**config.mk**
```make
export PLATFORM = sky130hd
export DESIGN_NAME = if_stage
export DESIGN_NICKNAME = d
export VERILOG_FILES = /design/src/rtl/if_stage_pkg.sv /design/src/rtl/if_stage_npc.sv /design/src/rtl/if_stage.sv
export SDC_FILE = /design/constraint.sdc
export NUM_CORES = 1
export LEC_CHECK = 0
export ABC_AREA = 1
export CORE_MARGIN = 2
export CORE_UTILIZATION = 55
export DETAILED_ROUTE_END_ITERATION = 8
export GPL_TIMING_DRIVEN = 1
export MAX_ROUTING_LAYER = met4
export PLACE_DENSITY = 0.84
export SETUP_SLACK_MARGIN = 0.2
export SLEW_MARGIN = 25
export SYNTH_ARGS = -nofsm -noshare
export SYNTH_HDL_FRONTEND = slang
export SYNTH_HIERARCHICAL = 1
export SYNTH_SLANG_ARGS = --single-unit
```
**constraint.sdc**
```tcl
create_clock -name clk -period 5.9 [get_ports clk]
set_clock_uncertainty 0.05 [all_clocks]
set_input_delay 0.885 -clock clk [delete_from_list [all_inputs] [get_ports clk]]
set_output_delay 0.885 -clock clk [all_outputs]
set_load 0.03 [all_outputs]
```
**src/rtl/if_stage_pkg.sv**
```systemverilog
// Constants and bundle types shared by the fetch stage and its helpers.
// Next-PC source encodings, the NOP word and the fetch exception code.
package if_stage_pkg;

    localparam logic [1:0] NPC_PC4 = 2'b00;
    localparam logic [1:0] NPC_BR  = 2'b01;
    localparam logic [1:0] NPC_J   = 2'b10;
    localparam logic [1:0] NPC_JR  = 2'b11;

    localparam logic [31:0] NOP_INSTR    = 32'h0000_0000;
    localparam logic [4:0]  EXC_ADEL     = 5'd4;
    localparam logic [31:0] PC_RESET_DEF = 32'h0000_3000;

    typedef struct packed {
        logic [31:0] instr;
        logic [31:0] pc;
        logic [31:0] pc8;
        logic        exc;
        logic [4:0]  excode;
    } if_id_t;

endpackage

```
**src/rtl/if_stage_npc.sv**
```systemverilog
// Next-PC selection; redirect targets come from the instruction in D
// because the branch resolves there and the delay slot is already in F.
module npc
    import if_stage_pkg::*;
(
    input  logic [31:0] pc_F,
    input  logic [31:0] pc_D,
    input  logic [25:0] idx,
    input  logic [31:0] rs_D,
    input  logic [1:0]  npc_sel,
    input  logic        br_taken,
    output logic [31:0] next_pc
);

    logic [31:0] pc4;
    logic [31:0] br_target;
    logic [31:0] j_target;

    assign pc4       = pc_F + 32'd4;
    assign br_target = pc_D + 32'd4
                     + {{14{idx[15]}}, idx[15:0], 2'b00};
    assign j_target  = {pc_D[31:28], idx, 2'b00};

    always_comb begin
        next_pc = pc4;
        unique case (npc_sel)
            NPC_PC4: next_pc = pc4;
            NPC_BR:  next_pc = br_taken ? br_target : pc4;
            NPC_J:   next_pc = j_target;
            NPC_JR:  next_pc = rs_D;
        endcase
    end

endmodule

```
**src/rtl/if_stage.sv**
```systemverilog
// Fetch stage: PC register, fetch-address fault check and IF/ID register.
// Redirects never flush IF/ID; stall freezes both PC and IF/ID.
module if_stage
    import if_stage_pkg::*;
#(
    parameter logic [31:0] PC_RESET = PC_RESET_DEF,
    parameter int          IM_WORDS = 1024
) (
    input  logic        clk,
    input  logic        reset,
    output logic [31:0] pc_F,
    input  logic [31:0] instr_F,
    input  logic        stall,
    input  logic        flush_D,
    input  logic [1:0]  npc_sel,
    input  logic        br_taken,
    input  logic [31:0] rs_D,
    output logic [31:0] instr_D,
    output logic [31:0] pc_D,
    output logic [31:0] pc8_D,
    output logic        exc_D,
    output logic [4:0]  excode_D
);

    // 33-bit end bound so a window touching 2^32 does not wrap
    localparam logic [32:0] PC_END =
        {1'b0, PC_RESET} + (33'(IM_WORDS) << 2);

    if_id_t      id_q;
    logic [31:0] next_pc;
    logic        fault;

    npc u_npc (
        .pc_F     (pc_F),
        .pc_D     (id_q.pc),
        .idx      (id_q.instr[25:0]),
        .rs_D     (rs_D),
        .npc_sel  (npc_sel),
        .br_taken (br_taken),
        .next_pc  (next_pc)
    );

    assign fault = (pc_F[1:0] != 2'b00)
                || (pc_F < PC_RESET)
                || ({1'b0, pc_F} >= PC_END);

    always_ff @(posedge clk or posedge reset) begin
        if (reset) begin
            pc_F        <= PC_RESET;
            id_q.instr  <= NOP_INSTR;
            id_q.pc     <= PC_RESET;
            id_q.pc8    <= PC_RESET + 32'd8;
            id_q.exc    <= 1'b0;
            id_q.excode <= 5'd0;
        end else if (!stall) begin
            pc_F     <= next_pc;
            id_q.pc  <= pc_F;
            id_q.pc8 <= pc_F + 32'd8;
            if (flush_D) begin
                id_q.instr  <= NOP_INSTR;
                id_q.exc    <= 1'b0;
                id_q.excode <= 5'd0;
            end else if (fault) begin
                id_q.instr  <= NOP_INSTR;
                id_q.exc    <= 1'b1;
                id_q.excode <= EXC_ADEL;
            end else begin
                id_q.instr  <= instr_F;
                id_q.exc    <= 1'b0;
                id_q.excode <= 5'd0;
            end
        end
    end

    assign instr_D  = id_q.instr;
    assign pc_D     = id_q.pc;
    assign pc8_D    = id_q.pc8;
    assign exc_D    = id_q.exc;
    assign excode_D = id_q.excode;

endmodule

```
==> run_results.csv <==
group,metric,value,unit
cts,clockRootBuffer,"clkbuf_16",
min_path,hold_depth,2,
sta,rsz0062_at_grt,"false",
floorplan,initial_utilization,55.7,%
grt,use_met1,50.8,%
cts,cts_max_path_buffers,2,
pwr,finalPower,3.16,mW
grt,met3_usage,8.08,%
drt,route.antenna.remaining_nets,0,
logic_synthesis,synthArstFlopShare,100,%
placed_design,globalplace.congestion,1.07,
flow_run,cap_violations,0,
setup_path,cp_num_cells,16,
sta,slew_headroom,36.9,%
finish,area_delta_synth_final,25.9,%
pwr,power_density,243,nW/µm²
floorplan,placementRows,50,
grt,grt_busiest_layer,"met2",
pwr,cellLeakagePower,6.32,nW
setup_path,cpLargestDelayFamily,"simple AND/OR/NAND/NOR gates",
setup_path,critical_path_required,6.12,ns
setup_path,crit_buf_inv,2,
cts,cts_hold_buf,0,
drt,wl_per_cell,18.9,µm
placed_design,hpwl,29.2,mm
drt,drtIter0Drc,1398,
finish,nets,1921,
drt,vias_per_cell,5.75,
logic_synthesis,ys_seq_area_share,30.5,%
finish,regArea,3160,µm²
placed_design,numPortBuffers,200,
logic_synthesis,synth-edff-count,0,
floorplan,fp.coreArea,18600,µm²
cts,post_cts_buffers,0,
pwr,ir_worst_vdd,0.218,mV
setup_path,crit_path_start_kind,"register",
sta,finalHoldViolations,0,
sta,setup-violations-final,0,
setup_path,reg2reg_depth,16,
sta,tightest_slew,0.946,ns
drt,routed_wl,38.6,mm
grt,grt_max_degree,95,
cts,htree_levels,4,
setup_path,path_cells,"ha_1 > ha_1 > inv_1 > fa_1 > inv_1 > nand3_1 > nand3_1 > nand2_1 > nand2_1 > nand2_1 > nand4_1 > nand3_1 > nand2_1 > nand3b_1 > nand2_1 > o21ai_0",
logic_synthesis,syn_area,10300,µm²
setup_path,setup.worst_path.end_class,"register",
drt,drtPass1Iterations,6,
logic_synthesis,synth_commonest_cells,"635 x nand2_1, 196 x inv_1, 126 x nor2_1",
setup_path,slowest_stage,"dfrtp_1",
grt,grt_pass1_vias,10900,
drt,drcViolationCount,0,
logic_synthesis,yosys.area.top_type,"dfrtp_1",
logic_synthesis,avgSynthCellArea,6.42,µm²
finish,multi_input_area,6120,µm²
sta,max_freq,319,MHz
floorplan,ios,205,
sta,fin_tns_setup,0,ns
logic_synthesis,ys_types,45,
floorplan,die-area,19900,µm²
cts,cts_sinks,126,
logic_synthesis,synth_area_leaders,"dfrtp_1 29%, nand2_1 23%, ha_1 7.1%",
setup_path,crit_fanout,6,
setup_path,rrSetupSlack,2.77,ns
logic_synthesis,ys.flop_type,"dfrtp_1",
cts,cts_resized,0,
cts,cts_tree,"yes",
logic_synthesis,ys_seq_elements,126,
setup_path,crit_type,"reg -> reg",
finish,layout-drive-gt1-share,6.71,%
setup_path,arrival,3.36,ns
grt,grt_pass1_wl,59.6,mm
finish,fill_cells,1638,
cts,cts.clk_slew.worst_paths,0.06,ns
sta,maxSlewViolCount,0,
min_path,worst_hold_path_type,"reg -> reg",
cts,cts_buffers,17,
grt,grtUsageTotal,40.0,%
grt,antenna_found_initial,1,
logic_synthesis,synth_top_area_share,28.8,%
grt,grt-ovfl-total,0,
sta,finalCritPeriodShare,53.1,%
sta,period_needed,3.13,ns
setup_path,cp_common_cell,"nand2_1",
drt,vias,11700,
logic_synthesis,postSynthCellCount,1613,
logic_synthesis,synth_most_common_cell,"nand2_1",
logic_synthesis,ys_warn_count,6,
grt,grtUsageMet2,60.9,%
cts,clk_latency,0.43,ns
setup_path,max_stage_delay,0.46,ns
floorplan,die-height,141,µm
floorplan,die_width,141,µm
run_status,status,"finished clean",
-- logic make-up (layout without fill, tap and decap cells) --
group	count (synthesis)	count (layout)	share of synthesized area, %
simple gates	947	947	38.2
buf+inv	259	446	10.5
compound gates	205	205	12.1
flops	126	126	30.5
fa+ha+maj	60	60	7.33
xor+xnor	15	15	1.27
other cells	1	5	0.0362
-- where the power goes --
group | switching (mW) | internal [mW] | total [mW]
Sequential | 0.158 | 0.958 | 1.12
Combinational | 0.588 | 0.346 | 0.934
Clock | 0.439 | 0.674 | 1.11
Total | 1.19 | 1.98 | 3.16
-- worst paths after layout --
path / from / end
max: instr_D[1]$_DFFE_PP0N_ / pc_F[25]$_DFFE_PP0N_
min: pc8_D[24]$_DFFE_PP0N_ / pc8_D[24]$_DFFE_PP0N_
max reg2reg: instr_D[1]$_DFFE_PP0N_ / pc_F[25]$_DFFE_PP0N_
min reg2reg: pc8_D[24]$_DFFE_PP0N_ / pc8_D[24]$_DFFE_PP0N_
max in group asynchronous: reset / pc_F[22]$_DFFE_PP0N_
min in group asynchronous: reset / pc8_D[5]$_DFFE_PP0N_
-- worst reg2reg max path, stage by stage (launching register included) --
cell,delay (ns)
dfrtp_1,0.46
ha_1,0.32
ha_1,0.21
inv_1,0.07
fa_1,0.36
inv_1,0.14
nand3_1,0.09
nand3_1,0.24
nand2_1,0.09
nand2_1,0.18
nand2_1,0.11
nand4_1,0.10
nand3_1,0.19
nand2_1,0.12
nand3b_1,0.08
nand2_1,0.06
o21ai_0,0.09
-- registers in the layout, indices dropped and copies added, names as in the netlist --
name      count
pc_F         32
pc8_D        29
excode_D      1
pc_D         32
instr_D      32
-- cell usage in the layout, fill, tap and decap left out, types with 17 or more instances in the layout --
master           netlist  final
nor2_1               126    124
clkdlybuf4s50_1        0    199
a21oi_1               59     59
nand4_1               20     20
clkbuf_16              0     17
o21ai_2               29     29
ha_1                  59     59
o21ai_0               72     72
nand2_1              635    635
dfrtp_1              119    119
nand3_1              107    107
a22o_1                21     21
inv_1                196    193
-- routing by layer --
metal / share of wire (%) / vias up
li1: - / 5481
met1: 40 / 5351
met2: 45 / 761
met3: 9.9 / 120
met4: 5.4 / 0
met5: 0 / -
-- through the flow --
step | hold WS (ns) | setup WS (ns) | util, % | std cells | area (µm²)
floorplan | 0.484 | 1.62 | - | 1616 | 10400
global placement | 0.414 | 2.71 | 66.8 | 2005 | 12400
detailed placement | 0.422 | 2.63 | 66.8 | 2005 | 12400
CTS | 0.438 | 2.83 | 70.1 | 2037 | 13000
global route | 0.460 | 2.52 | 70.1 | 2038 | 13000
finish | 0.434 | 2.77 | 70.1 | 2038 | 13000
-- cell type report --
cell class | count | share of cell area (%)
diodes | 1 | 0.0192
repair buffers | 210 | 15.9
inverters | 204 | 5.92
clock buffers | 19 | 3.32
flip-flops and latches | 126 | 24.3
multi-input cells | 1231 | 47.0
clock inverters | 13 | 1.34
well taps | 234 | 2.25
Note: power is estimated with default switching activity, not from simulation.
